## src/rtl/display_pkg.sv

```systemverilog
// Shared constants and state encoding for the two-digit display multiplexer.
package display_pkg;

    localparam int DEF_MUX_PERIOD   = 24000;
    localparam int DEF_BLANK_CYCLES = 120;

    typedef logic [1:0] mux_state_t;

    localparam mux_state_t ST_SHOW_R   = 2'd0;
    localparam mux_state_t ST_BLANK_RL = 2'd1;
    localparam mux_state_t ST_SHOW_L   = 2'd2;
    localparam mux_state_t ST_BLANK_LR = 2'd3;

    function automatic int max_int(input int a, input int b);
        return (a > b) ? a : b;
    endfunction

endpackage

```

## src/rtl/display_mux_ctrl_digit_history.sv

```systemverilog
// Two-entry shift history of accepted key codes with per-entry valid flags.
module digit_history
    import display_pkg::*;
(
    input  logic       clk,
    input  logic       rst,
    input  logic [3:0] key_code,
    input  logic       key_valid,
    input  logic       clear,
    output logic [3:0] newest,
    output logic [3:0] older,
    output logic [1:0] valid
);

    logic [3:0] newest_q, newest_d;
    logic [3:0] older_q, older_d;
    logic [1:0] valid_q, valid_d;

    // Clear wins over a simultaneous key so a stale press never survives.
    always_comb begin
        newest_d = newest_q;
        older_d  = older_q;
        valid_d  = valid_q;
        if (clear) begin
            newest_d = 4'h0;
            older_d  = 4'h0;
            valid_d  = 2'b00;
        end else if (key_valid) begin
            older_d  = newest_q;
            newest_d = key_code;
            valid_d  = {valid_q[0], 1'b1};
        end
    end

    always_ff @(posedge clk or posedge rst) begin
        if (rst) begin
            newest_q <= 4'h0;
            older_q  <= 4'h0;
            valid_q  <= 2'b00;
        end else begin
            newest_q <= newest_d;
            older_q  <= older_d;
            valid_q  <= valid_d;
        end
    end

    assign newest = newest_q;
    assign older  = older_q;
    assign valid  = valid_q;

endmodule

```

## src/rtl/display_mux_ctrl.sv

```systemverilog
// Time-multiplexed two-digit display driver with dead-time between digits.
module display_mux_ctrl
    import display_pkg::*;
#(
    parameter int MUX_PERIOD   = DEF_MUX_PERIOD,
    parameter int BLANK_CYCLES = DEF_BLANK_CYCLES
) (
    input  logic       clk,
    input  logic       rst,
    input  logic [3:0] key_code,
    input  logic       key_valid,
    input  logic       clear,
    output logic [3:0] digit_sel,
    output logic [1:0] an_n,
    output logic [1:0] hist_valid
);

    localparam int CW = $clog2(max_int(MUX_PERIOD, BLANK_CYCLES));
    localparam logic [CW-1:0] SHOW_LAST  = CW'(MUX_PERIOD - 1);
    localparam logic [CW-1:0] BLANK_LAST = CW'(BLANK_CYCLES - 1);

    mux_state_t    state_q, state_d;
    logic [CW-1:0] cnt_q, cnt_d;
    logic [3:0]    newest, older;
    logic [1:0]    hv;

    digit_history u_hist (
        .clk       (clk),
        .rst       (rst),
        .key_code  (key_code),
        .key_valid (key_valid),
        .clear     (clear),
        .newest    (newest),
        .older     (older),
        .valid     (hv)
    );

    always_comb begin
        state_d = state_q;
        cnt_d   = cnt_q + CW'(1);
        case (state_q)
            ST_SHOW_R: if (cnt_q == SHOW_LAST) begin
                state_d = ST_BLANK_RL;
                cnt_d   = '0;
            end
            ST_BLANK_RL: if (cnt_q == BLANK_LAST) begin
                state_d = ST_SHOW_L;
                cnt_d   = '0;
            end
            ST_SHOW_L: if (cnt_q == SHOW_LAST) begin
                state_d = ST_BLANK_LR;
                cnt_d   = '0;
            end
            ST_BLANK_LR: if (cnt_q == BLANK_LAST) begin
                state_d = ST_SHOW_R;
                cnt_d   = '0;
            end
            default: begin
                state_d = ST_SHOW_R;
                cnt_d   = '0;
            end
        endcase
    end

    always_ff @(posedge clk or posedge rst) begin
        if (rst) begin
            state_q <= ST_SHOW_R;
            cnt_q   <= '0;
        end else begin
            state_q <= state_d;
            cnt_q   <= cnt_d;
        end
    end

    // Blank states pre-select the upcoming digit so the decoder settles dark.
    always_comb begin
        an_n      = 2'b11;
        digit_sel = newest;
        case (state_q)
            ST_SHOW_R: begin
                an_n      = hv[0] ? 2'b10 : 2'b11;
                digit_sel = newest;
            end
            ST_BLANK_RL: digit_sel = older;
            ST_SHOW_L: begin
                an_n      = hv[1] ? 2'b01 : 2'b11;
                digit_sel = older;
            end
            ST_BLANK_LR: digit_sel = newest;
            default: begin
                an_n      = 2'b11;
                digit_sel = newest;
            end
        endcase
    end

    assign hist_valid = hv;

endmodule

```

## config.mk

```make
export PLATFORM = sky130hd
export DESIGN_NAME = display_mux_ctrl
export DESIGN_NICKNAME = d
export VERILOG_FILES = /design/src/rtl/display_pkg.sv /design/src/rtl/display_mux_ctrl_digit_history.sv /design/src/rtl/display_mux_ctrl.sv
export SDC_FILE = /design/constraint.sdc
export NUM_CORES = 1
export LEC_CHECK = 0
export ABC_AREA = 1
export CORE_MARGIN = 2
export CORE_UTILIZATION = 35
export CTS_BUF_LIST = sky130_fd_sc_hd__clkbuf_4 sky130_fd_sc_hd__clkbuf_8
export CTS_CLUSTER_SIZE = 40
export DETAILED_ROUTE_END_ITERATION = 8
export MAX_ROUTING_LAYER = met4
export PLACE_DENSITY = 0.58
export SLEW_MARGIN = 10
export SYNTH_ARGS = -nofsm -noshare
export SYNTH_HDL_FRONTEND = slang
export SYNTH_SLANG_ARGS = --single-unit
```

## constraint.sdc

```tcl
create_clock -name clk -period 4.13 [get_ports clk]
set_input_delay 1.239 -clock clk [delete_from_list [all_inputs] [get_ports clk]]
set_output_delay 1.239 -clock clk [all_outputs]
set_load 0.05 [all_outputs]
```

==> run metrics, run 1 <==
global placer's final weighted congestion=approximately 0.84; clock buffer count from CTS=3; # nets final=between 200 and 250; postcts setup bufs=0; Final Routed Wirelength=around 3100 um; skew final=just over 0.01 ns; std cell rows=23; grt ovf=0; die area=4780 um2; Post-Synthesis Cells=between 150 and 200; Setup WS pre-CTS=approximately 0.96 ns; GRT Total Usage=0.142; Initial Util=0.366; final slew viol count=0; final hold vios=0; RSZ-0062 raised after global routing=no; CP Capture Type=primary output; count of cell types in the netlist=21; Layout Area Growth over Synthesis=17.0%; core area=just over 4000 um2; Setup crit start kind=flop; endpoints failing setup=0; CTS tree=done; Post-synth EDFFs=0; vias per std cell=4.78; layout cells sized above 1=0.0773; Slew @ Worst Pin=between 1 and 1.5 ns; status=complete, no violations; post-route ant nets=0; most frequent cell after synthesis=nand2_1; synthesized flop and latch total=27; Area contributors post-synth=dfrtp_1 45%, nand2_1 9.6%, nand3_1 7.1%, inv_1 6.3%, nor2_1 5.1%; worst path arrival time=around 2.3 ns; Synth Cell Area=around 1500 um2; async set or reset register ratio after synthesis=1.00; largest net degree at the start of global routing=28; vias in the first global route=between 1k and 1.5k; worst endpoint required time=a little under 3 ns; syn_area_per_cell=between 7 and 8 um2; Ys Warns=0; Clock Sinks=27; worst-path maximum fanout=9; hold buffer count at cts=0; max_cap viols=0; DRC=0; Post-CTS Resized=0; HPWL after DPL=around 2300 um; H-tree levels=1; clk_lat worst skew=0.27 ns; Via Count=roughly 1.2k; worst min path class=flop to flop; Clock Root Buffer=clkbuf_8; syn_nets=203; TNS Setup=0 ns; Max Fclk=about 290 MHz; initial antenna violation count=0; clock tree buffer depth=2; register area share after synthesis=0.455; LEAKAGE=around 0.81 nW; Initial DRC Count=78; CTS clk-pin slew, worst paths=approximately 0.10 ns; Antenna diodes=0; Worst Setup Path Type=flop to primary output; PnR worst setup slack=0.633 ns; # IOs=16; first-pass GRT wire length=around 5400 um; Commonest cells post-synth=38 x nand2_1, 27 x dfrtp_1, 25 x inv_1; wire per inst=roughly 12 um; Synth Flop Type=dfrtp_1; period utilization=0.847; post-layout min period=3.50 ns; filler cell count=420; Max-slew headroom=0.297; DR pass1 iterations=4; Synth top area share=0.455; Die Span X=69.2 um; Vert. Die Dim=between 60 and 70 um; input/output buffers=15; cell taking the most area after synthesis=dfrtp_1; peak supply drop=roughly 0.15 mV; pwr/cell area=about 270 nW/um2
==> layout by cell type (no fill, tap or decap) <==
cell             instances
xor2_1                   7
nand4_1                  4
dfrtp_1                 27
nor2_1                  20
clkdlybuf4s50_1         15
nand3_1                 21
clkinv_2                 1
a21boi_1                 1
nand2_1                 38
o21ai_0                 13
nand3_2                  1
a21oi_1                 12
inv_1                   25
xnor2_1                  1
nor2_4                   1
ha_1                     5
clkbuf_4                 1
a21o_1                   1
nand2_2                  5
clkbuf_8                 3
nor3_1                   1
nor2_2                   4
==> layer usage <==
metal / vias up / share of wire / track usage
li1: 642 / - / -
met1: 553 / 0.50 / 0.194
met2: 32 / 0.44 / 0.220
met3: 2 / 0.055 / 0.0218
met4: 0 / 0.0068 / 0.0392
met5: - / 0 / -
==> path summary, 6_finish.rpt <==
kind | slack (ns) | end | from | cells after the start
worst min register to register | 0.47 | cnt_q[0]$_DFF_PP0_ | cnt_q[0]$_DFF_PP0_ | 1
max in group asynchronous | 1.97 | cnt_q[0]$_DFF_PP0_ | rst | 2
worst max register to register | 2.56 | state_q[1]$_DFFE_PP0P_ | state_q[1]$_DFFE_PP0P_ | 8
min in group asynchronous | 1.52 | cnt_q[7]$_DFF_PP0_ | rst | 2
worst min-delay path | 0.47 | cnt_q[0]$_DFF_PP0_ | cnt_q[0]$_DFF_PP0_ | 1
worst max-delay path | 0.63 | digit_sel[2] | state_q[0]$_DFFE_PP0P_ | 4
==> logic make-up after synthesis <==
family / synth area share
AO/OA/AOI/OAI: 0.0943
XOR/XNOR: 0.0471
adder cells (fa/ha/maj): 0.0421
buffers and inverters: 0.0724
flip-flops: 0.455
AND/OR/NAND/NOR: 0.290
==> report_power, final <==
part           total, mW  switching [mW]  internal [mW]
clock network      0.158          0.0822         0.0756
logic             0.0458          0.0303         0.0155
registers          0.271         0.00238          0.269
total              0.475           0.115          0.360
==> sequential cells by signal (all words and copies together), names as in the netlist <==
| register | flops |
|---|---|
| cnt_q | 15 |
| u_hist.newest | 4 |
| u_hist.older | 4 |
| state_q | 2 |
| u_hist.valid | 2 |
==> worst max-delay path: stages (launching register included) <==
cell and delay (ns):
dfrtp_1 0.41, inv_1 0.08, ha_1 0.41, o21ai_0 0.24
clkdlybuf4s50_1 0.84
==> cell type report <==
cell class / count / area [um2] / share of cell area
timing repair buffer: 15 / 150 / 0.0863
tap: 50 / 62.6 / 0.0360
sequential: 27 / 676 / 0.388
inverter: 26 / 98.8 / 0.0568
clock buffer: 4 / 48.8 / 0.0281
multi-input combinational: 135 / 703 / 0.404
==> per-stage QoR <==
| step | total power [mW] | utilization | hold slack, ns | area, um2 | instances |
|---|---|---|---|---|---|
| 2_1_floorplan | 0.303 | - | 0.428 | 1490 | 190 |
| 3_3_place_gp | 0.323 | 0.417 | 0.451 | 1690 | 253 |
| 3_5_place_dp | 0.323 | 0.417 | 0.457 | 1690 | 253 |
| 4_1_cts | 0.481 | 0.429 | 0.470 | 1740 | 257 |
| 5_1_grt | 0.497 | 0.429 | 0.500 | 1740 | 257 |
| 6_report | 0.475 | 0.429 | 0.469 | 1740 | 257 |
Power figures use the tool's default switching activity.
==> run 2, diff against run 1 <==
--- a/config.mk
+++ b/config.mk
@@ -12,7 +12,7 @@
 export CTS_CLUSTER_SIZE = 40
 export DETAILED_ROUTE_END_ITERATION = 8
 export MAX_ROUTING_LAYER = met4
-export PLACE_DENSITY = 0.58
+export PLACE_DENSITY = 0.6
 export SLEW_MARGIN = 10
 export SYNTH_ARGS = -nofsm -noshare
 export SYNTH_HDL_FRONTEND = slang
==> constraint.sdc (replaced) <==
create_clock -name clk -period 3.1 [get_ports clk]
set_input_delay 0.93 -clock clk [delete_from_list [all_inputs] [get_ports clk]]
set_output_delay 0.93 -clock clk [all_outputs]
set_load 0.05 [all_outputs]
==> run 2 against run 1 <==
Net effect:
- wire length decreased by 3.8%
- clock skew down 0.0033 ns
- non-clock buffer count up 1
- sequential power rose by 33%
- clock power is 34% higher
- register-to-register slack got worse by 1.1 ns
- cell area about the same
- clock-buffer cell count fell by 1
- critical endpoint is now an_n[0]
- first-iteration DRC count up 36%
- die area unchanged
- final cell count up 0.39%
==> run metrics, run 2 (synthesis gave the netlist of run 1 again) <==
status=complete, no violations; worst endpoint required time=2.17 ns; postcts setup bufs=0; Setup crit start kind=flop; first-pass GRT wire length=~5500 um; post-layout min period=2.82 ns; hold buffer count at cts=0; most used cell, CP=inv_1; final slew viol count=0; worst path arrival time=1.89 ns; vias in the first global route=around 1.3k; Clock Sinks=27; Antenna diodes=0; core area=about 4100 um2; TNS Setup=0 ns; Worst Hold Launch=cnt_q[0]$_DFF_PP0_; wire per inst=between 10 and 15 um; largest reg by FF count=cnt_q; largest net degree at the start of global routing=28; Initial DRC Count=approximately 110; Max Used Layer=met4; Final Cell Area=between 1500 and 2000 um2; Post-CTS Resized=0; pwr/cell area=about 360 nW/um2; Worst Setup Path Type=flop to primary output; final hold vios=0; # IOs=16; std cell rows=23; H-tree levels=1; placed inst area=approximately 1700 um2; routed length on met2=between 1000 and 1500 um; HPWL after DPL=between 2000 and 2500 um; DRC=0; final core area utilization=0.428; Max Fclk=approximately 360 MHz; GRT Total Usage=0.142; peak supply drop=roughly 0.17 mV; vias per std cell=between 4 and 5; CTS clk-pin slew, worst paths=0.10 ns; RSZ-0062 raised after global routing=no; crit path from=state_q[0]$_DFFE_PP0P_; skew final=around 0.0069 ns; filler cell count=around 400; Layout Area Growth over Synthesis=16.9%; CP Capture Type=primary output; cells along the critical path=inv_1 > ha_1 > inv_1 > nand3_1 > clkdlybuf4s50_1; grt ovf=0; Final Routed Wirelength=a little under 3000 um; Initial Util=0.366; delay-heaviest family, CP=buffers and inverters; leading cell types in the layout, fill and taps excluded=38 x nand2_1, 27 x dfrtp_1, 25 x inv_1; Worst path slowest cell=clkdlybuf4s50_1; met3 WL post-DR=approximately 120 um; # nets final=roughly 220; die area=4780 um2; DR pass1 iterations=4; max_cap viols=0; Via Count=about 1.2k; Die Span X=around 69 um; final hold slack=0.465 ns; post-route ant nets=0; PnR worst setup slack=~0.28 ns; initial antenna violation count=0; worst reg2reg startpoint=state_q[1]$_DFFE_PP0P_; layout cells sized above 1=0.101; clk_lat worst skew=0.28 ns; crit path buf inv count=3; Slew @ Worst Pin=0.497 ns; worst min path class=flop to flop; clock tree buffer depth=2; most common cell after layout, fill and taps aside=nand2_1; M1 wire length=1420 um; max FFs per register=15; input/output buffers=15; CP peak stage delay=0.80 ns; period utilization=0.908; Clock Root Buffer=clkbuf_8; LEAKAGE=0.817 nW; Max-slew headroom=0.667; CTS tree=done; Setup WS pre-CTS=roughly 0.59 ns; global placer's final weighted congestion=about 0.84; clock buffer count from CTS=3; Vert. Die Dim=roughly 70 um; endpoints failing setup=0; worst-path maximum fanout=4
==> run 2: final timing paths <==
check | slack (ns) | endpoint | cells after the start
worst max-delay path | 0.28 | an_n[0] | 5
worst min-delay path | 0.46 | cnt_q[0]$_DFF_PP0_ | 1
worst max register to register | 1.51 | state_q[0]$_DFFE_PP0P_ | 8
worst min register to register | 0.46 | cnt_q[0]$_DFF_PP0_ | 1
max in group asynchronous | 1.83 | cnt_q[8]$_DFF_PP0_ | 3
min in group asynchronous | 1.00 | cnt_q[1]$_DFF_PP0_ | 3
==> run 2: power by group <==
part / internal, mW / switching, mW / leakage (nW)
sequential: 0.358 / 0.00293 / 0.357
combinational: 0.0204 / 0.0405 / 0.434
clock: 0.0944 / 0.117 / 0.0261
==> run 2: routing by layer <==
metal	track usage	vias up
met5	-	-
met4	0.0479	0
met3	0.0218	4
met1	0.181	571
met2	0.231	27
li1	-	643
==> run 2: area by class of cell <==
type / count / area, um2 / area share
Inverter: 26 / 98.8 / 0.0569
Multi-Input combinational cell: 135 / 703 / 0.405
Sequential cell: 27 / 676 / 0.389
Timing Repair Buffer: 16 / 148 / 0.0850
Clock inverter: 1 / 8.76 / 0.00504
Clock buffer: 3 / 41.3 / 0.0238
Tap cell: 50 / 62.6 / 0.0360
==> run 2: per-stage QoR <==
| stage | power [mW] | cells |
|---|---|---|
| floorplan | 0.404 | 190 |
| global placement | 0.430 | 254 |
| detailed placement | 0.429 | 254 |
| CTS | 0.644 | 258 |
| global route | 0.666 | 258 |
| finish | 0.634 | 258 |
==> run 3, diff against run 2 <==
--- a/config.mk
+++ b/config.mk
@@ -6,13 +6,13 @@
 export NUM_CORES = 1
 export LEC_CHECK = 0
 export ABC_AREA = 1
-export CORE_MARGIN = 2
 export CORE_UTILIZATION = 35
 export CTS_BUF_LIST = sky130_fd_sc_hd__clkbuf_4 sky130_fd_sc_hd__clkbuf_8
 export CTS_CLUSTER_SIZE = 40
 export DETAILED_ROUTE_END_ITERATION = 8
 export MAX_ROUTING_LAYER = met4
 export PLACE_DENSITY = 0.6
+export SKIP_LAST_GASP = 1
 export SLEW_MARGIN = 10
 export SYNTH_ARGS = -nofsm -noshare
 export SYNTH_HDL_FRONTEND = slang
==> run 3 against run 2 <==
Net effect:
- flip-flop and latch count stayed put
- setup slack improved by 0.023 ns
- clock skew hardly changed
- global-route usage is 1.5 points higher
- wire length rose by 0.54%
- sequential share of layout area hardly changed
- maximum frequency increased by 0.81%
- clock-buffer cell count grew 1
- critical path depth unchanged
- total power down 0.36%
- via count is 0.64% lower
- combinational power hardly changed
- highest routed layer unchanged
==> run metrics, run 3 (synthesis gave the netlist of run 1 again) <==
status=complete, no violations; RSZ-0062 raised after global routing=no; sequential power share=0.572; Post-CTS Resized=0; vias in the first global route=1191; crit path buf inv count=3; TNS Setup=0 ns; DRC=0; vias per std cell=approximately 4.8; postcts setup bufs=0; hold buffer count at cts=0; period utilization=0.901; Cell Int Power=0.479 mW; delay-heaviest family, CP=buffers and inverters; worst min path class=flop to flop; final hold vios=0; Sw Share=0.241; CTS tree=done; HPWL after DPL=about 2200 um; Max Fclk=approximately 360 MHz; skew final=about 0.0064 ns; max_cap viols=0; initial antenna violation count=0; Initial Util=0.369; Worst path slowest cell=clkdlybuf4s50_1; post-route ant nets=0; Gate power share=0.097; leading cell types in the layout, fill and taps excluded=38 x nand2_1, 27 x dfrtp_1, 25 x inv_1; # IOs=16; first-pass GRT wire length=between 5000 and 6000 um; GRT Total Usage=0.157; Final Routed Wirelength=2990 um; largest reg by FF count=cnt_q; wire per inst=about 12 um; pwr/cell area=around 360 nW/um2; Clock Sinks=27; CP Capture Type=primary output; most used cell, CP=inv_1; endpoints failing setup=0; Slew @ Worst Pin=~0.5 ns; setup slack, reg-to-reg=1.52 ns; Antenna diodes=0; worst-path maximum fanout=4; CP peak stage delay=around 0.80 ns; H-tree levels=1; final slew viol count=0; worst endpoint required time=approximately 2.2 ns; input/output buffers=15; Initial DRC Count=approximately 70; fin cells=between 200 and 300; Via Count=between 1k and 1.5k; clock buffer count from CTS=3; Clock Power Share=0.331; core area=4030 um2; layout cells sized above 1=0.101; Psw=around 0.15 mW; worst path arrival time=around 1.9 ns; grt ovf=0; post-layout min period=approximately 2.8 ns; max FFs per register=15; clk_lat worst skew=about 0.27 ns; DR pass1 iterations=4; LEAKAGE=between 0.8 and 0.9 nW; placed inst area=~1700 um2; Setup crit start kind=flop; peak supply drop=0.200 mV; die area=roughly 4500 um2; Layout Area Growth over Synthesis=16.8%; Vert. Die Dim=67.2 um; Max-slew headroom=0.660; Final Cell Area=1740 um2; global placer's final weighted congestion=between 0.8 and 0.9; most common cell after layout, fill and taps aside=nand2_1; Worst Setup Path Type=flop to primary output; Placed Cells incl. Taps=254; Clock Root Buffer=clkbuf_8; cells along the critical path=inv_1 > ha_1 > inv_1 > nand3_1 > clkdlybuf4s50_1; Die Span X=67.2 um; std cell rows=23; CTS clk-pin slew, worst paths=0.09 ns; clock tree buffer depth=2; largest net degree at the start of global routing=28; # nets final=~220
## run 3: cell type report
cell class	instances	area (um2)
sequential	27	676
tap	50	62.6
inverter	26	98.8
timing repair buffer	16	148
multi-input combinational	135	703
clock buffer	4	48.8
fill	411	2290
## run 3: worst reg2reg max path, stage by stage, from the launching register on
cell	delay, ns
dfrtp_1	0.41
inv_1	0.08
ha_1	0.19
nor2_2	0.33
inv_1	0.09
nand2_2	0.18
nand2_1	0.10
nand2_1	0.06
nand2_1	0.05
## run 3: worst paths after layout
path,cells past startpoint,endpoint,startpoint
min in group asynchronous,3,state_q[0]$_DFFE_PP0P_,rst
setup reg to reg,8,state_q[1]$_DFFE_PP0P_,state_q[1]$_DFFE_PP0P_
hold reg to reg,1,cnt_q[0]$_DFF_PP0_,cnt_q[0]$_DFF_PP0_
setup / recovery,5,an_n[0],state_q[0]$_DFFE_PP0P_
hold / removal,1,cnt_q[0]$_DFF_PP0_,cnt_q[0]$_DFF_PP0_
max in group asynchronous,3,cnt_q[2]$_DFF_PP0_,rst
## run 3: layer usage
metal,part of all wire,track usage,vias to the layer above
met5,0,-,-
met4,0.0070,0.0612,0
met3,0.025,0.0203,2
met2,0.46,0.245,22
met1,0.51,0.207,570
li1,-,-,643
## run 3: power groups by stage
stage                     logic (mW)  registers, mW  clock network [mW]
after floorplan               0.0310          0.373                   0
after global placement        0.0616          0.368                   0
after detailed placement      0.0618          0.368                   0
after CTS                     0.0621          0.361               0.219
after global routing          0.0666          0.362               0.228
final                         0.0612          0.361               0.209
## run 3: through the flow
step	total power [mW]	setup slack, ns	utilization	hold WS [ns]
floorplan	0.404	0.177	-	0.428
global placement	0.430	0.617	0.419	0.452
detailed placement	0.430	0.613	0.419	0.459
CTS	0.642	0.290	0.431	0.473
global route	0.657	0.205	0.431	0.508
finish	0.631	0.308	0.431	0.468
==> RTL change (settings of run 2) <==
The package constant `DEF_BLANK_CYCLES` goes from 120 to 240.
--- a/src/rtl/display_pkg.sv
+++ b/src/rtl/display_pkg.sv
@@ -2,7 +2,7 @@
 package display_pkg;
 
     localparam int DEF_MUX_PERIOD   = 24000;
-    localparam int DEF_BLANK_CYCLES = 120;
+    localparam int DEF_BLANK_CYCLES = 240;
 
     typedef logic [1:0] mux_state_t;
 
Behaviour: no difference found for any inputs over 10 cycles, from zero or initial values and one cycle with rst high; that may be too few to reach the edited logic, so the function may still have changed.
==> RTL change against run 2 <==
Final area increased by 4.2%. Global-route usage increased by 0.46 points. Sequential share of layout area decreased by 1.6 points. Wire length increased by 8.7%. Largest power group unchanged. Setup slack improved by 0.0028 ns. Cell count increased by 4.7%. Sequential cell count unchanged. Area after synthesis increased by 5.4%. Power decreased by 1.3%.
==> RTL change: results (changes against run 2) <==
layout cells sized above 1 11.9% (+1.8 points); first-pass GRT wire length 5.75 mm (+5.0%); synthesized net count 214 (+5.4%); routed length on met3 163 um (+35%); status finished, final reports clean; NumNets Final 232 (+4.5%); commonest cells in the netlist 40 x nand2_1, 27 x dfrtp_1, 27 x inv_1; final RePlAce weighted congestion 0.946 (+12%); Total GRT Usage 14.7% (+0.46 points); leakage power 0.867 nW (+6.1%); Critical Path AT 1.88 ns; post-DR vias/cell 4.92 (+1.9%); Synth cell types 24 (+14%); Max VDD drop 0.000139 V (-17%); DRT Wirelength 3.23 mm (+8.7%); Worst slew margin 66.6% (-0.15 points); met1 WL 1.56 mm (+10%); pin count of the biggest net entering global routing 28 (unchanged); Layout Skew 0.00407 ns (-0.00279 ns); HPWL after DPL 2.38 mm (+7.5%); DR WL met2 1.44 mm (+3.1%); register area share after synthesis 43.1% (-2.3 points); DRT iter0 DRCs 74 (-30%); Synth area leaders dfrtp_1 43%, nand2_1 9.6%, nand3_1 7.3%; vias in the first global route 1278 (+1.4%)
[RTL change: worst paths after layout]
check,from,endpoint,slack [ns],cells past startpoint
worst min-delay path,cnt_q[0]$_DFF_PP0_,cnt_q[0]$_DFF_PP0_,0.49,1
max in group asynchronous,rst,cnt_q[2]$_DFF_PP0_,1.84,3
worst max-delay path,state_q[1]$_DFFE_PP0P_,an_n[1],0.29,5
worst max register to register,state_q[1]$_DFFE_PP0P_,state_q[1]$_DFFE_PP0P_,1.52,8
worst min register to register,cnt_q[0]$_DFF_PP0_,cnt_q[0]$_DFF_PP0_,0.49,1
min in group asynchronous,rst,u_hist.newest[3]$_DFFE_PP0P_,1.01,3
[RTL change: worst max-delay path, cell delays in order (launching register included)]
cell             delay [ns]
dfrtp_1                0.42
inv_1                  0.10
ha_1                   0.17
inv_1                  0.05
nand3_1                0.06
clkdlybuf4s50_1        0.80
[RTL change: per-layer routing]
| layer | vias to the layer above | global-route usage, % |
|---|---|---|
| met4 | 0 | 6.71 |
| li1 | 679 | - |
| met5 | - | - |
| met2 | 41 | 21.5 |
| met1 | 601 | 20.2 |
| met3 | 7 | 1.99 |
[RTL change: area by class of cell]
type	count	area [um^2]	area share, %
clock buffers	3	41.3	2.28
repair buffers	16	148	8.15
clock inverters	1	5.00	0.276
flip-flops and latches	27	676	37.3
inverters	29	109	6.01
well taps	52	65.1	3.59
multi-input cells	142	768	42.4
[RTL change: logic make-up after synthesis]
family,after synthesis,synth area share [%]
compound gates,27,9.59
xor+xnor,8,4.47
fa+ha+maj,5,3.99
buf+inv,32,7.83
flops,27,43.1
simple gates,102,31.0
[RTL change: through the flow]
step	setup WS, ns	instances	cell area [um^2]
final	0.288	270	1810
after global routing	0.200	270	1810
after CTS	0.272	270	1810
after detailed placement	0.598	266	1770
after global placement	0.618	266	1770
after floorplan	0.177	201	1570
[RTL change: power breakdown]
group,switching [mW],total [mW],internal [mW]
clock,0.114,0.204,0.0903
sequential,0.00314,0.361,0.358
combinational,0.0401,0.0605,0.0204
total,0.157,0.626,0.469
